$ cat src/rtl/hex_time_reader.sv
// Decodes the reaction-timer seven-segment display, waits for it to freeze and reports mm:ss.cc as centiseconds.
// Optional build macro BEST_TIME_EN adds the best_cs port tracking the lowest reported time.
module hex_time_reader #(
    parameter int unsigned STABLE_CYCLES = 2500000
) (
    input  logic        CLOCK_50,
    input  logic        reset,
    input  logic [6:0]  HEX0,
    input  logic [6:0]  HEX1,
    input  logic [6:0]  HEX2,
    input  logic [6:0]  HEX3,
    input  logic [6:0]  HEX4,
    input  logic [6:0]  HEX5,
    output logic        result_valid,
    output logic [18:0] time_cs,
    output logic        running,
    output logic        decode_err
`ifdef BEST_TIME_EN
    ,
    output logic [18:0] best_cs
`endif
);

    localparam int unsigned CW = (STABLE_CYCLES > 1) ? $clog2(STABLE_CYCLES) : 1;
    localparam logic [CW-1:0] CNT_LAST = CW'(STABLE_CYCLES - 1);

    typedef enum logic [2:0] {
        S_BLANK, S_ZERO, S_RUN, S_SETTLE, S_CONV1, S_CONV2, S_HOLD
    } state_t;

    state_t         r_state;
    state_t         w_next_state;
    logic [41:0]    r_s0;
    logic [41:0]    r_s1;
    logic [CW-1:0]  r_cnt;
    logic           r_reported;
    logic [6:0]     r_mm;
    logic [6:0]     r_ss;
    logic [6:0]     r_cc;
    logic [18:0]    r_calc;
    logic [5:0]     w_code [6];
    logic [3:0]     w_dig [6];
    logic           w_legal_all;
    logic           w_any_blank;
    logic           w_all_zero;
    logic           w_illegal;
    logic           w_change;
    logic           w_strobe;

    // {legal, blank, digit}; blank and illegal patterns decode to digit 0
    function automatic logic [5:0] f_dec(input logic [6:0] seg);
        case (seg)
            7'b1000000: f_dec = {2'b10, 4'd0};
            7'b1111001: f_dec = {2'b10, 4'd1};
            7'b0100100: f_dec = {2'b10, 4'd2};
            7'b0110000: f_dec = {2'b10, 4'd3};
            7'b0011001: f_dec = {2'b10, 4'd4};
            7'b0010010: f_dec = {2'b10, 4'd5};
            7'b0000011: f_dec = {2'b10, 4'd6};
            7'b1111000: f_dec = {2'b10, 4'd7};
            7'b0000000: f_dec = {2'b10, 4'd8};
            7'b0011000: f_dec = {2'b10, 4'd9};
            7'b1111111: f_dec = {2'b11, 4'd0};
            default:    f_dec = {2'b00, 4'd0};
        endcase
    endfunction

    always_comb begin
        w_legal_all = 1'b1;
        w_any_blank = 1'b0;
        w_all_zero  = 1'b1;
        for (int i = 0; i < 6; i++) begin
            w_code[i]   = f_dec(r_s0[7*i +: 7]);
            w_dig[i]    = w_code[i][3:0];
            w_legal_all = w_legal_all & w_code[i][5];
            w_any_blank = w_any_blank | w_code[i][4];
            w_all_zero  = w_all_zero & w_code[i][5] & ~w_code[i][4] & (w_code[i][3:0] == 4'd0);
        end
        w_illegal = ~w_legal_all | (w_dig[3] > 4'd5) | (w_dig[5] > 4'd5);
        w_change  = (r_s0 != r_s1);
    end

    always_comb begin
        w_next_state = r_state;
        w_strobe     = 1'b0;
        if (w_illegal || w_any_blank) begin
            w_next_state = S_BLANK;
        end else begin
            case (r_state)
                S_BLANK:  w_next_state = w_all_zero ? S_ZERO : S_RUN;
                S_ZERO:   if (w_change) w_next_state = S_RUN;
                S_RUN:    if (!w_change) w_next_state = S_SETTLE;
                S_SETTLE: begin
                    if (w_change)
                        w_next_state = S_RUN;
                    else if (r_cnt == CNT_LAST && !r_reported)
                        w_next_state = S_CONV1;
                end
                S_CONV1:  w_next_state = w_change ? S_RUN : S_CONV2;
                S_CONV2: begin
                    if (w_change) begin
                        w_next_state = S_RUN;
                    end else begin
                        w_next_state = S_HOLD;
                        w_strobe     = 1'b1;
                    end
                end
                S_HOLD:   if (w_change) w_next_state = S_RUN;
                default:  w_next_state = S_BLANK;
            endcase
        end
    end

    always_ff @(posedge CLOCK_50) begin
        if (reset) begin
            r_state      <= S_BLANK;
            r_s0         <= '1;
            r_s1         <= '1;
            r_cnt        <= '0;
            r_reported   <= 1'b0;
            r_mm         <= '0;
            r_ss         <= '0;
            r_cc         <= '0;
            r_calc       <= '0;
            result_valid <= 1'b0;
            time_cs      <= '0;
            running      <= 1'b0;
            decode_err   <= 1'b0;
        end else begin
            r_state      <= w_next_state;
            r_s0         <= {HEX5, HEX4, HEX3, HEX2, HEX1, HEX0};
            r_s1         <= r_s0;
            result_valid <= w_strobe;
            running      <= (w_next_state == S_RUN);
            decode_err   <= decode_err | w_illegal;

            // Cycles since the last display change, saturating at the window end
            if (w_change)
                r_cnt <= '0;
            else if (r_cnt != CNT_LAST)
                r_cnt <= r_cnt + CW'(1);

            if (r_state == S_BLANK || (r_state == S_HOLD && w_next_state == S_RUN))
                r_reported <= 1'b0;
            else if (w_strobe)
                r_reported <= 1'b1;

            if (w_next_state == S_CONV1) begin
                r_mm <= 7'(w_dig[5]) * 7'd10 + 7'(w_dig[4]);
                r_ss <= 7'(w_dig[3]) * 7'd10 + 7'(w_dig[2]);
                r_cc <= 7'(w_dig[1]) * 7'd10 + 7'(w_dig[0]);
            end
            if (r_state == S_CONV1)
                r_calc <= (19'(r_mm) * 19'd60 + 19'(r_ss)) * 19'd100 + 19'(r_cc);
            if (w_strobe)
                time_cs <= r_calc;
        end
    end

`ifdef BEST_TIME_EN
    always_ff @(posedge CLOCK_50) begin
        if (reset)
            best_cs <= 19'h7FFFF;
        else if (w_strobe && r_calc < best_cs)
            best_cs <= r_calc;
    end
`endif

endmodule

$ cat config.mk
export PLATFORM = sky130hd
export DESIGN_NAME = hex_time_reader
export DESIGN_NICKNAME = d
export VERILOG_FILES = /design/src/rtl/hex_time_reader.sv
export SDC_FILE = /design/constraint.sdc
export NUM_CORES = 1
export LEC_CHECK = 0
export ABC_AREA = 1
export BUFFER_PORTS_ARGS = -buffer_cell sky130_fd_sc_hd__buf_4
export CAP_MARGIN = 20
export CORE_ASPECT_RATIO = 0.5
export CORE_UTILIZATION = 58
export CTS_BUF_LIST = sky130_fd_sc_hd__clkbuf_8
export CTS_CLUSTER_DIAMETER = 100
export DETAILED_ROUTE_END_ITERATION = 10
export MAX_ROUTING_LAYER = met4
export PLACE_DENSITY_LB_ADDON = 0.2
export SLEW_MARGIN = 20
export SYNTH_ARGS = -nofsm -noshare
export SYNTH_HDL_FRONTEND = slang
export SYNTH_SLANG_ARGS = --single-unit
$ cat constraint.sdc
create_clock -name CLOCK_50 -period 5.7 [get_ports CLOCK_50]
set_input_delay 0.57 -clock CLOCK_50 [delete_from_list [all_inputs] [get_ports CLOCK_50]]
set_output_delay 0.57 -clock CLOCK_50 [all_outputs]
set_load 0.01 [all_outputs]
==> After elaboration in Yosys (flattened, before gate mapping) <==
Cells that the tools add are included.
{ "op_classes": {"reduce_logical": 21, "n_eq_ne": 71, "mul": 5, "n_mux": 18, "bitwise_logic": 37, "addsub": 6, "magnitude_cmp": 2} }
{ "op_table": {"columns": ["op", "n"], "rows": [
  ["$pmux 6 s11", 6],
  ["$eq 7x7->1 const B", 24],
  ["$eq 7x5->1 const B", 18],
  ["$eq 7x6->1 const B", 12],
  ["$eq 7x2->1 const B", 6],
  ["$logic_not 7->1", 6],
  ["$ne 42x42->1", 1],
  ["$logic_not 4->1", 6],
  ["$add 22x1->22 const B", 1],
  ["$and 1x1->1", 22],
  ["$eq 22x22->1 const B", 1],
  ["$ne 22x22->1 const B", 1],
  ["$add 7x4->7", 3],
  ["$mux 3", 7],
  ["$add 19x7->19", 1],
  ["$mul 4x3->6 const B", 3],
  ["$pmux 3 s6", 1],
  ["$mul 14x5->17 const B", 1],
  ["$add 13x7->14", 1],
  ["$eq 3x3->1 const B", 4],
  ["$mul 7x4->11 const B", 1],
  ["$eq 3x2->1 const B", 3],
  ["$gt 4x3->1 const B", 2],
  ["$or 1x1->1", 8],
  ["other kinds (9)", 21]
]} }
{ "totals": {"elab_cells": 173, "out_inout_bits": 22, "input_bits": 44, "ff_bits": 172} }

==> Longest topological paths before layout <==
Gate-level depths: netlist (run 1).
{ "depth": {"word_depth": 27, "depth_mapped": 35, "depth_no_buf": 35} }

==> Least setup slack after synthesis (run 1) <==
Ideal clock, no wire load.
{ "synth_path": {"path_kind": "flip-flop to flip-flop", "startpoint": "reg r_mm[0]", "endpoint": "reg r_calc[17]", "t_arrival_ps": 5758, "setup_ps": 56, "path_stages_with_launch": 32, "required_time_ps": 5644, "setup_slack_ps": -114, "period_less_slack_ps": 5814, "path_buffers": 0, "path_cell_list": "dfxtp_1 fa_1 fa_1 inv_1 fa_1 inv_1 ha_1 nand3b_1 nand2_1 nand2_1 nand2_1 nand3_1 nor2_1 xor2_1 ha_1 ha_1 inv_1 fa_1 inv_1 ha_1 inv_1 nor3_1 nand3_1 nand4_1 xor2_1 inv_1 nand3_1 nor2_1 a21o_1 nand3_1 nand2_1 inv_1"} }
{ "synth_via": {"elab_chain_len": 4} }
{ "synth_lines": {"columns": ["item", "line_no", "text"], "rows": [
  ["from (decl)", "37", "logic [6:0] r_mm;"],
  ["from (signal assigned)", "149", "r_mm <= 7'(w_dig[5]) * 7'd10 + 7'(w_dig[4]);"],
  ["$mul 7x4->11", "154", "r_calc <= (19'(r_mm) * 19'd60 + 19'(r_ss)) * 19'd100 + 19'(r_cc);"],
  ["$add 13x7->14", "154", null],
  ["$mul 14x5->17", "154", null],
  ["$add 19x7->19", "154", null],
  ["to (signal assigned)", "154", null],
  ["to (decl)", "40", "logic [18:0] r_calc;"]
]} }
Every way passes these cells.
A chain may end at the register's enable or synchronous reset.

==> Final worst setup path (run 1) <==
{ "layout_path": {"startpoint": "reg r_mm[1]", "endpoint": "reg r_calc[17]"} }
Same word-level chain as after synthesis.

==> results of run 1 <==
## repair_timing
| action | CTS | global route |
|---|---|---|
| endpoints found under the setup margin | 6 | 7 |
| resized for setup | 49 | 57 |
| pin swaps | 50 | 41 |
| setup buffers | 13 | 8 |
## per-layer routing
layer  GRT usage (%)  vias up  part of all wire (%)
li1                -     5278                     -
met1            34.3     4845                    45
met2            47.1      276                    48
met3            3.95       63                   4.4
met4            8.46        0                   2.1
met5               -        -                     0
## synth_stat cells (10+ instances only)
| cell type | number |
|---|---|
| clkbuf_1 | 23 |
| ha_1 | 83 |
| nand3_1 | 103 |
| or2_2 | 58 |
| nor2_1 | 256 |
| xnor2_1 | 30 |
| dfxtp_1 | 172 |
| nand2_1 | 330 |
| inv_2 | 18 |
| nand4_1 | 37 |
| inv_1 | 200 |
| xor2_1 | 47 |
| a21oi_1 | 40 |
| nand3_2 | 10 |
| fa_1 | 28 |
| nor3_1 | 39 |
| o21ai_0 | 54 |
## worst max-delay path: cells and delay by family (launching register included)
kind	cells	cell delay [ps]
adders and majority gates	8	3250
and+or+nand+nor	11	1030
buffers and inverters	9	610
DFF	1	360
AOI/OAI and AO/OA	2	260
xor gates and xnor gates	1	220
## final timing paths
kind	startpoint	to	slack (ps)
worst max-delay path	r_mm[1]	r_calc[17]	-120
worst min-delay path	HEX5[4]	r_s0[39]	280
worst max register to register	r_mm[1]	r_calc[17]	-120
worst min register to register	decode_err	decode_err	490
## cells in the final DEF (no fill, tap or decap), types with 4 or more instances in the layout
cell type / count
a21oi_1: 32
a21oi_2: 8
buf_4: 121
bufinv_16: 4
clkbuf_8: 20
dfxtp_1: 170
fa_1: 25
ha_1: 62
ha_4: 20
inv_1: 186
inv_2: 33
nand2_1: 315
nand2_2: 16
nand3_1: 98
nand3_2: 15
nand4_1: 37
nor2_1: 249
nor2_2: 10
nor2_4: 6
nor3_1: 33
nor3_2: 13
nor3b_1: 4
o21ai_0: 51
or2_2: 58
xnor2_1: 27
xor2_1: 43
## cells by family (layout without fill, tap and decap cells)
kind of cell	Yosys count	after routing
compound gates	113	113
fa+ha+maj	111	111
buf+inv	253	377
flops	172	172
simple gates	875	875
xor+xnor	77	77
## flip-flops by register name (all words and copies together), names as in the netlist, 7 cells and up
name,cells
r_mm,7
time_cs,19
r_calc,19
r_s0,42
r_s1,42
r_cc,7
r_cnt,22
r_ss,7
## stage by stage
step	std cells	total power [uW]	setup WS, ps	TNS (ps)
2_1_floorplan	1601	1390	6.67	0
3_3_place_gp	1931	1440	-106	-299
3_5_place_dp	1931	1450	-359	-1420
4_1_cts	1976	2430	-61.1	-152
5_1_grt	1984	2500	-396	-1520
6_report	1984	2410	-117	-315
## power groups by stage
stage               registers [uW]  clock network (uW)  logic (uW)
finish                        1260                 988         160
global route                  1260                1060         179
CTS                           1260                1010         160
detailed placement            1290                   0         159
global placement              1290                   0         154
floorplan                     1280                   0         114
## area by class of cell
class / count / area (um^2) / area share [%]
well taps: 259 / 324 / 2.43
clock inverters: 12 / 185 / 1.39
flip-flops and latches: 172 / 3450 / 25.8
inverters: 221 / 832 / 6.23
clock buffers: 20 / 275 / 2.06
repair buffers: 124 / 942 / 7.05
multi-input cells: 1176 / 7350 / 55.0
==> metrics.md, run 1 <==
| Metric | Value |
|---|---|
| GR Util All Layers | `27.7%` |
| Final Skew | `20.5 ps` |
| Num Clock Sinks | `172` |
| Final core occ | `71.4%` |
| Synth warn | `0` |
| Worst slew pin tran | `857 ps` |
| Cells on worst reg2reg path | `31` |
| Input/output buffers | `65` |
| Fill cell count | `1,478` |
| Multiplexer share of the synthesized area | `0%` |
| Failing checks | `setup timing` |
| Ranking of synthesized cells by area | `dfxtp_1 31%, nand2_1 11%, ha_1 9.2%, nor2_1 8.5%, inv_1 6.7%` |
| Die H | `101 um` |
| Post-synthesis sequential area ratio | `30.6%` |
| Post-cts hold buffer count | `0` |
| DRT Pass-1 Iters | `7` |
| NetSw | `589 uW` |
| Worst slew margin relative to its limit | `42.7%` |
| Vias | `10,462` |
| RSZ-0062 raised after global routing | `yes` |
| Routed wire length | `26,600 um` |
| Crit path required time | `6060 ps` |
| Die area | `0.0200 mm^2` |
| Final worst slack | `-117 ps` |
| CP startpoint kind | `register` |
| Layout cell share with drive strength beyond 1 | `20.8%` |
| Post-route ant nets | `0` |
| Crit. End Element | `register` |
| Iteration-0 DRC Markers | `623` |
| Post-synth top area share | `30.6%` |
| Run status | `complete, but fails checks` |
| CORE AREA | `0.0187 mm^2` |
| Vias in the first global route | `9,838` |
| Final instance area | `0.0134 mm^2` |
| Critical Path Most Common Cell | `inv_2` |
| Switching Fraction | `24.5%` |
| N_diodes | `0` |
| Unique masters post-synth | `48` |
| Worst-Skew Late Latency | `470 ps` |
| Simple-gate share of the synthesized area | `35.0%` |
| Final Net Count | `1,867` |
| CP arrival | `6180 ps` |
| CTS tree | `done` |
| Max VDD drop | `0.156 mV` |
| Slowest-stage cell, CP | `fa_1` |
| Number of flops mapped to enable cells by yosys | `0` |
| CTS root buf | `clkbuf_8` |
| Largest family of logic cells by synthesized area | `simple AND/OR/NAND/NOR gates` |
| Clock power share | `41.0%` |
| Net Count, Synth | `1,756` |
| Final hold slack | `276 ps` |
| Period utilization | `102%` |
| Max frequency | `172 MHz` |
| Initial Utilization | `60.2%` |
| IO Count | `66` |
| Clock tree buffer depth | `2` |
| Post-Synth Adder-Cell Area | `14.2%` |
| Row Count | `35` |
| Area Growth Syn to Fin | `18.7%` |
| Combinational power share | `6.7%` |
| Finish-stage setup viols | `4` |
| CP max stage delay | `560 ps` |
| Synthesized area | `0.0113 mm^2` |
| Initial antenna violation count | `0` |
| Pin count of the biggest net entering global routing | `62` |
| Pwr Density | `180 mW/mm^2` |
| GPL Wtd Cong | `0.936` |
| Hold Path Class | `input port to register` |
| Tmin final | `5820 ps` |
| Die X | `199 um` |
| Mapped Avg Cell Area | `7.03 um^2` |
| Clock transition at path regs | `110 ps` |
| Clock buffer count from CTS | `17` |
| Primary FF master, synth | `dfxtp_1` |
| Slew Limit Fails | `0` |
| Final Hold Vio Count | `0` |
| Yosys reg bits | `172` |
| Sequential power share | `52.3%` |
| WHS Path Cells | `2` |
| Remaining global-route overflow | `0` |
| Area leader, netlist | `dfxtp_1` |
| Total leakage power | `0.00661 uW` |
| Compound-Gate Fraction of Synth Area | `5.44%` |
| Via/cell ratio | `5.27` |
| Async SR Flop Fraction | `0%` |
| DP HPWL | `19,200 um` |
| Drt drc | `0` |
| Internal power | `1820 uW` |
| Post-Synth XOR/XNOR Area | `5.99%` |
| CTS H-tree depth | `4` |
| Post-Synthesis Cells | `1,601` |
| WL/cell | `13.4 um` |
| CP Class | `register to register` |
| Max-cap violations | `0` |
| Placed Area | `0.0122 mm^2` |
| CP Max Fanout | `4` |
| First-pass GRT wire length | `43,700 um` |
No activity file was read; power rests on OpenSTA's default activity.
==> run 2, diff against run 1 <==
--- a/config.mk
+++ b/config.mk
@@ -16,5 +16,5 @@
 export MAX_ROUTING_LAYER = met4
 export PLACE_DENSITY_LB_ADDON = 0.2
-export SLEW_MARGIN = 20
+export SLEW_MARGIN = 10
 export SYNTH_ARGS = -nofsm -noshare
 export SYNTH_HDL_FRONTEND = slang
==> constraint.sdc (replaced) <==
create_clock -name CLOCK_50 -period 5.7 [get_ports CLOCK_50]
set_input_delay 1.14 -clock CLOCK_50 [delete_from_list [all_inputs] [get_ports CLOCK_50]]
set_output_delay 1.14 -clock CLOCK_50 [all_outputs]
set_load 0.01 [all_outputs]
==> metrics.md, run 2 (synthesis gave the netlist of run 1 again) <==
| Metric | Value |
|---|---|
| CP startpoint kind | `register (unchanged)` |
| Final worst slack | `-84.9 ps (was -117 ps)` |
| Final Hold Vio Count | `0 (unchanged)` |
| Most frequent cells in the layout | `321 x nand2_1, 250 x nor2_1, 193 x inv_1 (was 315 x nand2_1, 249 x nor2_1, 186 x inv_1)` |
| DRT Pass-1 Iters | `6 (was 7)` |
| Initial antenna violation count | `0 (unchanged)` |
| Slew Limit Fails | `0 (unchanged)` |
| Pwr Density | `176 mW/mm^2 (was 180 mW/mm^2)` |
| Final Skew | `22.3 ps (was 20.5 ps)` |
| Worst-Skew Late Latency | `470 ps (about the same)` |
| Placed Area | `0.0122 mm^2 (unchanged)` |
| Die H | `101 um (unchanged)` |
| Clock tree buffer depth | `2 (unchanged)` |
| First-pass GRT wire length | `42,400 um (was 43,700 um)` |
| Input/output buffers | `65 (unchanged)` |
| RSZ-0062 raised after global routing | `yes (unchanged)` |
| CORE AREA | `0.0187 mm^2 (unchanged)` |
| CP Class | `register to register (unchanged)` |
| PnR Total Power | `2290 uW (was 2410 uW)` |
| Final core occ | `69.7% (was 71.4%)` |
| Iteration-0 DRC Markers | `633 (was 623)` |
| Clock buffer count from CTS | `17 (unchanged)` |
| GR Util All Layers | `26.8% (was 27.7%)` |
| Worst slew pin tran | `872 ps (was 857 ps)` |
| Vias | `10,307 (was 10,462)` |
| Area Growth Syn to Fin | `15.8% (was 18.7%)` |
| CTS tree | `done (unchanged)` |
| Vias in the first global route | `9,790 (was 9,838)` |
| Hold Path Class | `register to register (was input port to register)` |
| CP arrival | `6150 ps (was 6180 ps)` |
| Final hold slack | `492 ps (was 276 ps)` |
| Row Count | `35 (unchanged)` |
| Worst slew margin relative to its limit | `41.7% (was 42.7%)` |
| Post-cts hold buffer count | `0 (unchanged)` |
| Run status | `complete, but fails checks (unchanged)` |
| Routed wire length | `25,000 um (was 26,600 um)` |
| Crit path required time | `6070 ps (was 6060 ps)` |
| Final instance area | `0.0130 mm^2 (was 0.0134 mm^2)` |
| Max VDD drop | `0.144 mV (was 0.156 mV)` |
| Remaining global-route overflow | `0 (unchanged)` |
| Layout cell share with drive strength beyond 1 | `18.5% (was 20.8%)` |
| Max frequency | `173 MHz (was 172 MHz)` |
| Num Clock Sinks | `172 (unchanged)` |
| CTS root buf | `clkbuf_8 (unchanged)` |
| Drt drc | `0 (unchanged)` |
| WL/cell | `12.7 um (was 13.4 um)` |
| Max-cap violations | `0 (unchanged)` |
| GPL Wtd Cong | `0.935 (was 0.936)` |
| Post-route ant nets | `0 (unchanged)` |
| Total leakage power | `0.00651 uW (was 0.00661 uW)` |
| IO Count | `66 (unchanged)` |
| Clock transition at path regs | `90 ps (was 110 ps)` |
| Regs by FF count | `r_s0: 42 flops, r_s1: 42 flops, r_cnt: 22 flops (unchanged)` |
| Die X | `199 um (unchanged)` |
| N_diodes | `0 (unchanged)` |
| Crit. End Element | `register (unchanged)` |
| Most common cell after layout, fill and taps aside | `nand2_1 (unchanged)` |
| Failing checks | `setup timing (unchanged)` |
| Period utilization | `101% (was 102%)` |
| CP Max Fanout | `4 (unchanged)` |
| DP HPWL | `19,100 um (was 19,200 um)` |
| Die area | `0.0200 mm^2 (unchanged)` |
| Final Net Count | `1,855 (was 1,867)` |
| Initial Utilization | `60.2% (unchanged)` |
| Pin count of the biggest net entering global routing | `62 (unchanged)` |
| Tmin final | `5780 ps (was 5820 ps)` |
| Finish-stage setup viols | `3 (was 4)` |
| CTS H-tree depth | `4 (unchanged)` |
| Via/cell ratio | `5.23 (was 5.27)` |
==> run 2: cell count changes in the layout (fill, tap and decap cells not counted), sizes merged <==
cell,change
bufinv,-2
clkinv,+2
buf,-12
clkbuf,-2
inv,+2
==> run 2: final cells by class <==
cell class / count / area, um^2
multi-input combinational: 1176 / 7190
fill: 1505 / 5670
sequential: 172 / 3450
timing repair buffer: 112 / 841
inverter: 221 / 832
tap: 259 / 324
clock buffer: 18 / 248
clock inverter: 14 / 144
==> run 2: critical path, stage by stage (launching register included) <==
cell and delay (ps):
dfxtp_4 370, fa_1 520, fa_1 530, inv_1 60
fa_2 370, xnor2_2 210, ha_4 240, a21oi_1 160
nand2_1 90, nor2_2 130, buf_4 130, xnor2_1 120
inv_2 90, buf_4 150, ha_4 260, ha_4 190
fa_1 560, ha_4 240, a21o_1 210, a211o_1 270
xor2_2 180, nor2_1 100, nand3_1 70, nor2_1 140
a21o_1 120, nand3_1 60, nand2_1 90, inv_1 40
==> run 2: final timing paths <==
path | start | to | slack (ps) | depth (start not counted)
worst max-delay path | r_mm[1] | r_calc[17] | -80 | 27
worst max register to register | r_mm[1] | r_calc[17] | -80 | 27
worst min-delay path | r_calc[13] | time_cs[13] | 490 | 2
worst min register to register | r_calc[13] | time_cs[13] | 490 | 2
==> run 2: routing by layer <==
| layer | GRT usage (%) | vias to the layer above | part of all wire (%) |
|---|---|---|---|
| li1 | - | 5248 | - |
| met1 | 33.4 | 4778 | 47 |
| met2 | 46.2 | 251 | 48 |
| met3 | 4.48 | 30 | 4.5 |
| met4 | 5.21 | 0 | 1.0 |
| met5 | - | - | 0 |
==> run 2: per-stage QoR <==
step                setup TNS [ps]  setup slack [ps]  std cells
global placement              -295              -104       1931
global route                 -1750              -367       1972
detailed placement           -1450              -375       1931
CTS                           -337              -112       1967
finish                        -171             -84.9       1972
floorplan                        0              6.67       1601
==> run 2: timing repair <==
item | 4_1_cts | 5_1_grt
cloned | 0 | 0
pin swaps | 38 | 35
setup endpoints to repair | 6 | 7
buffers inserted | 4 | 5
resized for setup | 38 | 30
==> run 2: power by group <==
| group | internal (uW) | switching [uW] | leakage (uW) |
|---|---|---|---|
| clock network | 403 | 471 | 0.000204 |
| registers | 1230 | 31.2 | 0.00141 |
| logic | 71.2 | 87.8 | 0.00490 |
| total | 1700 | 590 | 0.00651 |
==> run 3, diff against run 2 <==
PLACE_DENSITY_LB_ADDON = 0.1   (was 0.2)
==> metrics.md, run 3 (synthesis gave the netlist of run 1 again) <==
| Metric | Value |
|---|---|
| Remaining global-route overflow | `0 (unchanged)` |
| Worst slew pin tran | `936 ps (was 872 ps)` |
| Final Skew | `20.1 ps (was 22.3 ps)` |
| Non-filler cells, final | `1,977 (was 1,972)` |
| Tmin final | `5760 ps (was 5780 ps)` |
| Clock transition at path regs | `100 ps (was 90 ps)` |
| Failing checks | `setup timing (unchanged)` |
| WL/cell | `13.0 um (was 12.7 um)` |
| Post-cts hold buffer count | `0 (unchanged)` |
| Most common cell after layout, fill and taps aside | `nand2_1 (unchanged)` |
| Pre-CTS WS | `-387 ps (was -375 ps)` |
| Via/cell ratio | `5.17 (was 5.23)` |
| Final worst slack | `-63.2 ps (was -84.9 ps)` |
| N_diodes | `0 (unchanged)` |
| Final core occ | `70.5% (was 69.7%)` |
| CORE AREA | `0.0187 mm^2 (unchanged)` |
| Final instance area | `0.0132 mm^2 (was 0.0130 mm^2)` |
| Worst-Skew Late Latency | `460 ps (was 470 ps)` |
| Clock tree buffer depth | `2 (unchanged)` |
| Post-route ant nets | `0 (unchanged)` |
| Drt drc | `0 (unchanged)` |
| Area Growth Syn to Fin | `17.1% (was 15.8%)` |
| Pin count of the biggest net entering global routing | `61 (was 62)` |
| GRT busiest layer | `met2 (unchanged)` |
| Crit. End Element | `register (unchanged)` |
| IO Count | `66 (unchanged)` |
| Final Net Count | `1,861 (was 1,855)` |
| Most frequent cells in the layout | `319 x nand2_1, 249 x nor2_1, 191 x inv_1 (was 321 x nand2_1, 250 x nor2_1, 193 x inv_1)` |
| Pwr Density | `174 mW/mm^2 (was 176 mW/mm^2)` |
| DRT Pass-1 Iters | `7 (was 6)` |
| Die H | `101 um (unchanged)` |
| Max-cap violations | `0 (unchanged)` |
| CP max stage delay | `590 ps (was 560 ps)` |
| Critical Path Most Common Cell | `nand2_1 (was ha_4)` |
| Routed wire length | `25,700 um (was 25,000 um)` |
| CP Max Fanout | `5 (was 4)` |
| GR Util All Layers | `27.4% (was 26.8%)` |
| Initial Utilization | `60.2% (unchanged)` |
| PnR Total Power | `2290 uW (about the same)` |
| Run status | `complete, but fails checks (unchanged)` |
| Regs by FF count | `r_s0: 42 flops, r_s1: 42 flops, r_cnt: 22 flops (unchanged)` |
| M2 GR Usage | `45.4% (was 46.2%)` |
| Vias | `10,224 (was 10,307)` |
| Worst slew margin relative to its limit | `37.6% (was 41.7%)` |
| Max VDD drop | `0.165 mV (was 0.144 mV)` |
| Period utilization | `101% (about the same)` |
| First-pass GRT wire length | `43,400 um (was 42,400 um)` |
| Layout cell share with drive strength beyond 1 | `19.7% (was 18.5%)` |
| Routing usage on met1 | `35.7% (was 33.4%)` |
| CP arrival | `6120 ps (was 6150 ps)` |
| RSZ-0062 raised after global routing | `yes (unchanged)` |
| CP startpoint kind | `register (unchanged)` |
| Iteration-0 DRC Markers | `447 (was 633)` |
| GPL Wtd Cong | `0.896 (was 0.935)` |
| Final Hold Vio Count | `0 (unchanged)` |
| Input/output buffers | `65 (unchanged)` |
| Dpl cells | `1,930 (was 1,931)` |
| Slowest-stage cell, CP | `fa_1 (unchanged)` |
| CTS root buf | `clkbuf_8 (unchanged)` |
| Buf/Inv on CP | `8 (was 5)` |
| Slew Limit Fails | `0 (unchanged)` |
| Crit path max-delay family | `adder cells (unchanged)` |
| Finish-stage setup viols | `4 (was 3)` |
| Max frequency | `174 MHz (was 173 MHz)` |
| CTS tree | `done (unchanged)` |
| DP HPWL | `19,200 um (was 19,100 um)` |
| Met3 GRT Util | `4.38% (was 4.48%)` |
| Clock buffer count from CTS | `17 (unchanged)` |
| CTS H-tree depth | `4 (unchanged)` |
| Vias in the first global route | `9,761 (was 9,790)` |
| Total leakage power | `0.00656 uW (was 0.00651 uW)` |
| CP Class | `register to register (unchanged)` |
| Placed Area | `0.0122 mm^2 (about the same)` |
| Die X | `199 um (unchanged)` |
| Row Count | `35 (unchanged)` |
| Crit path required time | `6060 ps (was 6070 ps)` |
| Num Clock Sinks | `172 (unchanged)` |
| Die area | `0.0200 mm^2 (unchanged)` |
| Initial antenna violation count | `0 (unchanged)` |
| Hold Path Class | `register to register (unchanged)` |
run 3: cell count changes in the layout (fill, tap and decap cells not counted), sizes merged:
cell,previous run,this run
clkinv,6,4
clkinvlp,2,4
inv,225,224
buf,112,118
run 3: path summary, 6_finish.rpt:
path	startpoint	end	slack, ps	cells past startpoint
max reg2reg	r_mm[1]	r_calc[17]	-60	29
max	r_mm[1]	r_calc[17]	-60	29
min	r_cc[0]	r_cc[0]	490	2
min reg2reg	r_cc[0]	r_cc[0]	490	2
run 3: area by class of cell:
type	count	area, um^2
multi-input combinational	1176	7300
fill	1533	5520
sequential	172	3450
timing repair buffer	118	886
inverter	221	832
tap	259	324
clock buffer	18	248
clock inverter	13	139
run 3: through the flow:
| step | hold WS, ps | TNS (ps) |
|---|---|---|
| 4_1_cts | 490 | -369 |
| 5_1_grt | 512 | -1500 |
| 3_5_place_dp | 470 | -1650 |
| 3_3_place_gp | 467 | -230 |
| 2_1_floorplan | 449 | 0 |
| 6_report | 489 | -124 |
run 3: layer usage:
layer	wire [um]	share of wire, %	up-vias
met5	0	0	-
met4	223	0.87	0
met3	979	3.8	24
met2	11800	46	215
met1	12700	49	4725
li1	-	-	5260
run 3: repair_timing:
item	in CTS	in global routing
pin swaps	49	26
buffers inserted	9	7
gates resized for setup	46	43
setup endpoints to repair	7	7
run 3: power by group:
part           total [uW]  switching [uW]  internal, uW  leakage [uW]
Clock                 878             477           401      0.000190
Combinational         158            86.2          71.8       0.00496
Sequential           1260            30.8          1230       0.00141
run 3: worst reg2reg max path: cells and delay by family, from the launching register on:
kind                     cells  cell delay (ps)
AO/OA/AOI/OAI                3              750
adder cells (fa/ha/maj)      6             2630
AND/OR/NAND/NOR             10              890
buffers and inverters        8              710
XOR/XNOR                     2              360
flip-flops                   1              370
